==> config.mk <==
export PLATFORM = sky130hd
export DESIGN_NAME = dual_slope_sequencer
export DESIGN_NICKNAME = d
export VERILOG_FILES = /design/src/rtl/dual_slope_sequencer.sv
export SDC_FILE = /design/constraint.sdc
export NUM_CORES = 1
export LEC_CHECK = 0
export CORE_ASPECT_RATIO = 1.75
export CORE_MARGIN = 1
export CORE_UTILIZATION = 40
export DETAILED_ROUTE_END_ITERATION = 8
export DONT_BUFFER_PORTS = 1
export GPL_TIMING_DRIVEN = 0
export MAX_ROUTING_LAYER = met4
export PLACE_DENSITY = 0.5
export SYNTH_ARGS = -nofsm -noshare
export SYNTH_HDL_FRONTEND = slang
export SYNTH_SLANG_ARGS = --single-unit
export TNS_END_PERCENT = 10
==> constraint.sdc <==
create_clock -name clk_i -period 3.1 [get_ports clk_i]
set_input_delay 0.62 -clock clk_i [delete_from_list [all_inputs] [get_ports clk_i]]
set_output_delay 0.62 -clock clk_i [all_outputs]
set_load 0.005 [all_outputs]
==> src/rtl/dual_slope_sequencer.sv <==
// Dual-slope ADC conversion sequencer: auto-zero, fixed integrate, deintegrate to comparator trip.
// Outputs are registered except measurement_en_o. There is no backpressure. SEQ_DEADTIME_EN adds 1-cycle all-switches-open DEAD gaps.
module dual_slope_sequencer #(
  parameter int CNT_W       = 12,
  parameter int ZERO_CYCLES = 64,
  parameter int INT_CYCLES  = 2048,
  parameter int MAX_DEINT   = 4095
) (
  input  logic clk_i,
  input  logic rst_i,
  input  logic start_i,
  input  logic comparator_i,
  output logic measurement_clear_o,
  output logic measurement_en_o,
  output logic sw_zero_o,
  output logic sw_input_o,
  output logic sw_ref_o,
  output logic busy_o,
  output logic done_o,
  output logic overrange_o
);

  typedef enum logic [2:0] {
    S_IDLE  = 3'd0,
    S_ZERO  = 3'd1,
    S_INTEG = 3'd2,
    S_DEINT = 3'd3,
    S_DONE  = 3'd4,
    S_DEAD  = 3'd5
  } state_t;

  state_t           state_q, state_d;
  state_t           tgt;
  logic             go;
  logic [CNT_W-1:0] cnt_q, cnt_d;
  logic             cmp_meta_q, cmp_s_q;
  logic             clear_q, clear_d;
  logic             sw_zero_q, sw_zero_d;
  logic             sw_input_q, sw_input_d;
  logic             sw_ref_q, sw_ref_d;
  logic             busy_q, busy_d;
  logic             done_q, done_d;
  logic             ovr_q, ovr_d;
`ifdef SEQ_DEADTIME_EN
  state_t           ret_q, ret_d;
`endif

  always_comb begin
    state_d = state_q;
    cnt_d   = cnt_q;
    ovr_d   = ovr_q;
    clear_d = 1'b0;
    go      = 1'b0;
    tgt     = S_IDLE;
`ifdef SEQ_DEADTIME_EN
    ret_d   = ret_q;
`endif
    unique case (state_q)
      S_IDLE: begin
        if (start_i) begin
          state_d = S_ZERO;
          cnt_d   = '0;
          ovr_d   = 1'b0;
          clear_d = 1'b1;
        end
      end
      S_ZERO: begin
        if (cnt_q == CNT_W'(ZERO_CYCLES - 1)) begin
          go  = 1'b1;
          tgt = S_INTEG;
        end else begin
          cnt_d = cnt_q + CNT_W'(1);
        end
      end
      S_INTEG: begin
        if (cnt_q == CNT_W'(INT_CYCLES - 1)) begin
          go  = 1'b1;
          tgt = S_DEINT;
        end else begin
          cnt_d = cnt_q + CNT_W'(1);
        end
      end
      S_DEINT: begin
        // cnt_q holds the en pulses already issued; stop on trip or on the last allowed pulse
        if (!cmp_s_q) begin
          go  = 1'b1;
          tgt = S_DONE;
        end else if (cnt_q == CNT_W'(MAX_DEINT - 1)) begin
          go    = 1'b1;
          tgt   = S_DONE;
          ovr_d = 1'b1;
        end else begin
          cnt_d = cnt_q + CNT_W'(1);
        end
      end
      S_DONE: state_d = S_IDLE;
`ifdef SEQ_DEADTIME_EN
      S_DEAD: state_d = ret_q;
`endif
      default: state_d = S_IDLE;
    endcase

    if (go) begin
      cnt_d = '0;
`ifdef SEQ_DEADTIME_EN
      state_d = S_DEAD;
      ret_d   = tgt;
`else
      state_d = tgt;
`endif
    end

    // Switch and status outputs are registered against the upcoming state
    sw_zero_d  = (state_d == S_IDLE) || (state_d == S_ZERO) || (state_d == S_DONE);
    sw_input_d = (state_d == S_INTEG);
    sw_ref_d   = (state_d == S_DEINT);
    busy_d     = (state_d == S_ZERO) || (state_d == S_INTEG) ||
                 (state_d == S_DEINT) || (state_d == S_DEAD);
    done_d     = (state_d == S_DONE);
  end

  always_ff @(posedge clk_i or posedge rst_i) begin
    if (rst_i) begin
      state_q    <= S_IDLE;
      cnt_q      <= '0;
      cmp_meta_q <= 1'b0;
      cmp_s_q    <= 1'b0;
      clear_q    <= 1'b0;
      sw_zero_q  <= 1'b1;
      sw_input_q <= 1'b0;
      sw_ref_q   <= 1'b0;
      busy_q     <= 1'b0;
      done_q     <= 1'b0;
      ovr_q      <= 1'b0;
`ifdef SEQ_DEADTIME_EN
      ret_q      <= S_IDLE;
`endif
    end else begin
      state_q    <= state_d;
      cnt_q      <= cnt_d;
      cmp_meta_q <= comparator_i;
      cmp_s_q    <= cmp_meta_q;
      clear_q    <= clear_d;
      sw_zero_q  <= sw_zero_d;
      sw_input_q <= sw_input_d;
      sw_ref_q   <= sw_ref_d;
      busy_q     <= busy_d;
      done_q     <= done_d;
      ovr_q      <= ovr_d;
`ifdef SEQ_DEADTIME_EN
      ret_q      <= ret_d;
`endif
    end
  end

  assign measurement_en_o    = (state_q == S_DEINT) && cmp_s_q;
  assign measurement_clear_o = clear_q;
  assign sw_zero_o           = sw_zero_q;
  assign sw_input_o          = sw_input_q;
  assign sw_ref_o            = sw_ref_q;
  assign busy_o              = busy_q;
  assign done_o              = done_q;
  assign overrange_o         = ovr_q;

endmodule

After elaboration in Yosys (flattened, before gate mapping)
Cells that the tools add are included.

Register bits after elaboration: 24. Output and inout port bits: 8. Word-level logic and storage cells: 70.

Add/subtract/negate cells: 1. Equality and inequality tests: 19. Mux-type cells: 26. Reduce and logical (&&, ||, !) cells: 13.

Operators with widths (count): 2-to-1 mux 12 bit (6); case mux 12 bit (4 select lines) (1); != test 3 bit (second input constant) (5); adder 12 x 1 -> 12 bit (second input constant) (1); equality test 12 x 11 -> 1 bit (second input constant) (1); equality test 12 bit (second input constant) (1); equality test 12 x 6 -> 1 bit (second input constant) (1); equality test 3 x 2 -> 1 bit (second input constant) (4); 2-to-1 mux 3 bit (4); 2-to-1 mux 1 bit (9); case mux 3 bit (3 select lines) (1); equality test 3 x 1 -> 1 bit (second input constant) (2); equality test 3 bit (second input constant) (2); logical NOT 3 bit (2); != test 2 bit (second input constant) (3); case mux 3 bit (2 select lines) (1); AND reduction 6 bit (1); logical OR 1 bit (5); nonzero test 5 bit (1); 2-to-1 mux 2 bit (2); AND reduction 4 bit (1); case mux 1 bit (3 select lines) (1); OR reduction 3 bit (1); case mux 1 bit (2 select lines) (1); other kinds (2) (2).

Logic depth before layout (Yosys ltp)
Gate-level depths: netlist (run 1).

Word-level depth: 9. Gate-level depth with buffers: 8. Depth with buffers taken out: 7.

Least setup slack after synthesis (run 1)
Ideal clock, no wire load.

Path kind: register to register. Start point: register cnt_q[6]. End point: register cnt_q[4]. Setup time: 0.124 ns. Arrival time: 2.009 ns. Required time: 2.976 ns. Path slack: 0.967 ns. Cell stages (with the launch flop): 7. Path buffers: 1. Cell sequence: dfrtp_1 -> or4b_1 -> or4_4 -> o2111ai_4 -> buf_8 -> nor2_2 -> a211o_1.

Cells in the longest elaborated chain, start to end: 6. Elaborated cells on any way between the ends: 16. Those cells by class: eq/ne: 8; mux: 6; reduce/logical: 2.

Ends and longest elaborated chain: start: declaration (RTL line 35) `logic [CNT_W-1:0] cnt_q, cnt_d;`; start signal: assignment (RTL line 140) `cnt_q <= cnt_d;`; equality test 12 bit (RTL line 88) `end else if (cnt_q == CNT_W'(MAX_DEINT - 1)) begin`; 2-to-1 mux 1 bit (RTL line 88); 2-to-1 mux 1 bit (RTL line 85) `if (!cmp_s_q) begin`; case mux 1 bit (3 select lines) (RTL line 58) `unique case (state_q)`; != test 3 bit (no line) or nonzero test 5 bit (tied branches); AND reduction 6 bit (no line).

Several ways; a longest one is shown, not always the timed one. A chain may end at the register's enable or synchronous reset.

Worst setup path in the final report (run 1)
Start point: register cnt_q[0]. End point: register cnt_q[7].

Cells in the longest elaborated chain, start to end: 6. Elaborated cells on any way between the ends: 22. Those cells by class: add/sub: 1; eq/ne: 8; mux: 11; reduce/logical: 2.

Ends and longest elaborated chain: parallel branches: the longest is 6 deep, another holds adder 12 x 1 -> 12 bit.

Parallel ways; which one is timed is not known. The select of a mux whose other input is x is not followed.

==> results.cfg, run 1 <==
[synthesis]
yosys.area.top_type = dfrtp_1
synthMuxAreaShare = 0
synth_xor_area_frac = 0.0146
synthSimpleGateAreaFrac = 0.256
synth_top_area_share = 0.481
synth_cells = 125
synth-adder-area-share = 0.0209
synthTopCellsByArea = dfrtp_1 (48%), nand2_1 (5.3%), o21ai_0 (3.8%)
synth_top_family_by_area = simple AND/OR/NAND/NOR gates
synth_seq_cells = 24
synth_compound_area_frac = 0.162
synth_nets = 131
syn-cell-area_um2 = 1200
yosysSeqAreaShare = 0.503
ys_types = 34
avgSynthCellArea_um2 = 9.58
yosysWarnings = 0

[setup_path]
path_class = reg -> reg
cp_max_fo = 10
critPathArrivalTime_ns = 2.49
critPathCaptureType = flip-flop
required_ns = 3.26
crit_path_start_kind = flip-flop

[clock_tree]
clk_pin_slew_ns = 0.09
ctsRootBufferMaster = clkbuf_8
cts_buffers = 3
cts.htree.levels = 1
cts_tree = built
hold_buffers = 0
postCtsSetupBuffers = 0
cts_buffer_depth = 2
cts_sinks = 24
worstSkewPairLatency_ns = 0.26
ctsResizeCount = 0

[timing]
slew_headroom = 0.401
setup_violations = 0
rsz0062_at_grt = no
fmax_mhz = 428
maxSlewViolCount = 0
hold_viol_final = 0
skew_ns = 0.00214
period_needed_ns = 2.34
fin_ws_ns = 0.761
worst_pin_slew_ns = 0.897
whs_ns = 0.356
tns_ns = 0
finalCritPeriodShare = 0.755

[final_layout]
synthToLayoutAreaGrowth_pct = 7.42
fill_cells = 281
antennaDiodeCount = 0
layout.nets = 136
finalNonFillerCells = 156
multi_input_area_um2 = 543
fin_util = 0.462
stdcell_area_um2 = 1290
register_area_um2 = 602
drive_gt1_frac = 0.0930

[placement]
post-place-ws_ns = 0.782
dp.cells = 152
hpwl_um = 1770
port_buffers = 0
dpl_cell_area_um2 = 1230
finalWeightedCongestion = 0.828

[pwr]
peakVddDrop_v = 0.000268
p_per_area_nw_per_um2 = 417
leakagePower_nw = 0.520
totalPowerFinal_mw = 0.536

[floorplan]
fp-row-count = 25
die_h_um = 74.4
die_x_um = 43.4
ioPinCount = 12
core_um2 = 2780
dieArea_um2 = 3230
initial_core_util = 0.430

[grt]
grt.overflow.total = 0
grt_pass1_wl_um = 4250
grt_start_max_net_pins = 25
grt-busiest-layer = met2
grtUsageMet3 = 0.0218
grtUsageMet2 = 0.310
use_met1 = 0.220
grt_pass1_vias = 883
globalRouteTotalUtil = 0.186
antenna_found_initial = 0

[outcome]
status = complete, but fails checks
violations = design-rule violations

[route]
drt.antenna.violating_nets = 0
avgViaCountPerCell = 5.95
drt_wl_total_um = 2430
drcViolationCount = 4
vias = 928
drtPass1Iterations = 8
first_iter_violations = 46
post_drt_wl_per_cell_um = 15.6

[job]
drv_cap = 0

[min_path]
hold_class = reg -> reg
[flip-flops by register name, summed over array words and instances, names as in the netlist]
signal	flops
done_o	1
sw_input_o	1
cnt_q	12
overrange_o	1
cmp_s_q	1
busy_o	1
sw_zero_o	1
sw_ref_o	1
cmp_meta_q	1
state_q	3
measurement_clear_o	1
[critical path, cell delays in order (launching register included)]
cell,delay [ns]
dfrtp_1,0.43
ha_1,0.23
nand3_1,0.29
or4_4,0.64
o2111ai_4,0.20
buf_8,0.18
nor2_2,0.04
a211o_1,0.22
[Yosys cell counts, drive strengths merged]
library cell and count:
dfstp 1, inv 7, a21o 2, nor4 1, clkbuf 3, ha 2
nand2 17, and3 1, nand3 6, nor3 6, xnor2 2, or3 3
nor3b 1, and4 2, o22ai 1, nand4 3, or4 3, o211ai 3
dfrtp 23, or4b 1, buf 1, o2111ai 1, o41a 1, o31a 1
o21bai 1, a21oi 4, or2 2, o21ai 10, nand4b 1, a211o 3
nor2 12
[layout by cell type (no fill, tap or decap), drive strengths merged, types with 4 or more instances in the layout]
cell type	n
nor3	6
a21oi	4
nand3	6
o21ai	10
dfrtp	23
nor2	12
inv	7
clkbuf	7
nand2	17
[path summary, 6_finish.rpt]
check                           start          to  slack, ns  cells past startpoint
setup / recovery             cnt_q[0]    cnt_q[7]       0.76                      7
hold / removal             cmp_meta_q     cmp_s_q       0.36                      0
setup reg to reg             cnt_q[0]    cnt_q[7]       0.76                      7
hold reg to reg            cmp_meta_q     cmp_s_q       0.36                      0
max in group asynchronous       rst_i  state_q[2]       2.12                      1
min in group asynchronous       rst_i      done_o       0.43                      1
[per-layer routing]
layer  share of wire  up-vias
li1                -      454
met1            0.43      448
met2            0.53       22
met3           0.023        4
met4           0.019        0
met5               0        -
[layout make-up]
class	instances	share of cell area
multi-input combinational	90	0.422
inverter	7	0.0204
clock buffer	4	0.0428
sequential	24	0.468
buffer	4	0.0204
tap	27	0.0263
[cell families after synthesis]
| group | count (synthesis) |
|---|---|
| AO/OA/AOI/OAI | 27 |
| XOR/XNOR | 2 |
| adder cells (fa/ha/maj) | 2 |
| buffers and inverters | 11 |
| flip-flops | 24 |
| AND/OR/NAND/NOR | 59 |
[where the power goes]
group | internal (mW) | total, mW | switching (mW)
Combinational | 0.000700 | 0.00781 | 0.00711
Clock | 0.113 | 0.214 | 0.101
Sequential | 0.314 | 0.315 | 0.000462
Total | 0.428 | 0.536 | 0.108
Note: power is estimated with default switching activity, not from simulation.
==> inputs of run 2 (changes only) <==
==> constraint.sdc (replaced) <==
create_clock -name clk_i -period 2.4 [get_ports clk_i]
set_input_delay 0.48 -clock clk_i [delete_from_list [all_inputs] [get_ports clk_i]]
set_output_delay 0.48 -clock clk_i [all_outputs]
set_load 0.005 [all_outputs]
==> run 2 against run 1 <==
Against the previous run: the run still ends with design-rule violations left; first-iteration DRC count shrank 8.7%; combinational power grew 29%; via count is the same; critical endpoint unchanged; utilization grew 0.45 points; flip-flop and latch count is the same; clock skew is essentially flat; design area grew 0.97%; critical path depth shrank 1; largest cell class unchanged; largest power group unchanged.
==> results.cfg, run 2 (synthesized netlist as in run 1, its figures left out) <==
[timing]
hold_viol_final = 0
fmax_mhz = 438
slew_headroom = 0.401
fin_ws_ns = 0.116
finalCritPeriodShare = 0.952
maxSlewViolCount = 0
worst_pin_slew_ns = 0.898
skew_ns = 0.00185
rsz0062_at_grt = no
setup_violations = 0
period_needed_ns = 2.28
tns_ns = 0

[final_layout]
finalNonFillerCells = 157
largest_reg_flops = 12
largest-register = cnt_q
synthToLayoutAreaGrowth_pct = 8.46
final_common_cell = dfrtp_1
layout_common_cells = dfrtp_1 (23), nand2_1 (17), nor2_1 (10)
antennaDiodeCount = 0
layout.nets = 137
reg.largest.list = cnt_q: 12 flops, state_q: 3 flops
stdcell_area_um2 = 1300
drive_gt1_frac = 0.108
fill_cells = 283

[route]
drtPass1Iterations = 8
drt_wl_total_um = 2440
vias = 928
first_iter_violations = 42
drcViolationCount = 4
post_drt_wl_per_cell_um = 15.5
drt.antenna.violating_nets = 0
avgViaCountPerCell = 5.91

[grt]
grt-busiest-layer = met2
grtUsageMet3 = 0.0218
globalRouteTotalUtil = 0.186
antenna_found_initial = 0
grtUsageMet2 = 0.310
grt_pass1_vias = 883
grt.overflow.total = 0
grt_pass1_wl_um = 4250
use_met1 = 0.220
grt_start_max_net_pins = 25

[setup_path]
cp_max_fo = 10
critPathArrivalTime_ns = 2.44
crit_path_start_kind = flip-flop
path_class = reg -> reg
critPathCaptureType = flip-flop
required_ns = 2.56

[clock_tree]
cts.htree.levels = 1
cts_sinks = 24
clk_pin_slew_ns = 0.09
ctsRootBufferMaster = clkbuf_8
cts_buffers = 3
cts_tree = built
hold_buffers = 0
cts_buffer_depth = 2
worstSkewPairLatency_ns = 0.26

[pwr]
totalPowerFinal_mw = 0.694
peakVddDrop_v = 0.000346
leakagePower_nw = 0.524
p_per_area_nw_per_um2 = 534

[floorplan]
core_um2 = 2780
ioPinCount = 12
die_x_um = 43.4
fp-row-count = 25
dieArea_um2 = 3230
initial_core_util = 0.430
die_h_um = 74.4

[placement]
post-place-ws_ns = 0.0816
dpl_cell_area_um2 = 1230
port_buffers = 0
finalWeightedCongestion = 0.828
hpwl_um = 1770
dp.cells = 152

[outcome]
violations = design-rule violations
status = complete, but fails checks

[min_path]
hold_class = in -> reg

[job]
drv_cap = 0
## run 2: cell count changes in the layout (fill, tap and decap cells not counted), sizes merged
cell | previous run | this run
buf | 1 | 2
## run 2: power by group
part | total, mW | switching, mW | internal, mW
combinational | 0.0101 | 0.00919 | 0.000905
clock | 0.277 | 0.131 | 0.146
sequential | 0.406 | 0.000592 | 0.406
## run 2: final cells by class
class,count,area (µm²),share of cell area
sequential,24,602,0.463
multi-input combinational,90,548,0.422
inverter,7,26.3,0.0202
buffer,4,26.3,0.0202
tap,27,33.8,0.0260
clock buffer,4,55.1,0.0424
timing repair buffer,1,7.51,0.00578
## run 2: per-stage QoR
stage                     hold slack, ns   util
after floorplan                    0.331      -
after global placement             0.334  0.442
after detailed placement           0.339  0.442
after CTS                          0.231  0.462
after global routing               0.218  0.467
final                              0.235  0.467
## run 2: path summary, 6_finish.rpt
check                        endpoint         start  cells past startpoint  slack [ns]
hold reg to reg               cmp_s_q    cmp_meta_q                      0        0.36
hold / removal             cmp_meta_q  comparator_i                      0        0.23
max in group asynchronous  state_q[2]         rst_i                      1        1.56
min in group asynchronous      done_o         rst_i                      1        0.29
setup reg to reg             cnt_q[7]      cnt_q[6]                      6        0.12
setup / recovery             cnt_q[7]      cnt_q[6]                      6        0.12
## run 2: layer usage
metal | vias up | part of all wire
met3 | 6 | 0.016
met5 | - | 0
met1 | 454 | 0.42
met2 | 15 | 0.54
li1 | 453 | -
met4 | 0 | 0.023
## run 2: repair_timing
action,4_1_cts,5_1_grt
gates resized for setup,0,1
setup buffers,0,1
setup endpoints to repair,0,3
hold endpoints to repair,0,0
## run 2: critical path: stages (launching register included)
cell	delay (ns)
dfrtp_1	0.45
or4b_1	0.55
or4_4	0.53
o2111ai_4	0.20
buf_8	0.18
nor2_2	0.04
a211o_1	0.22
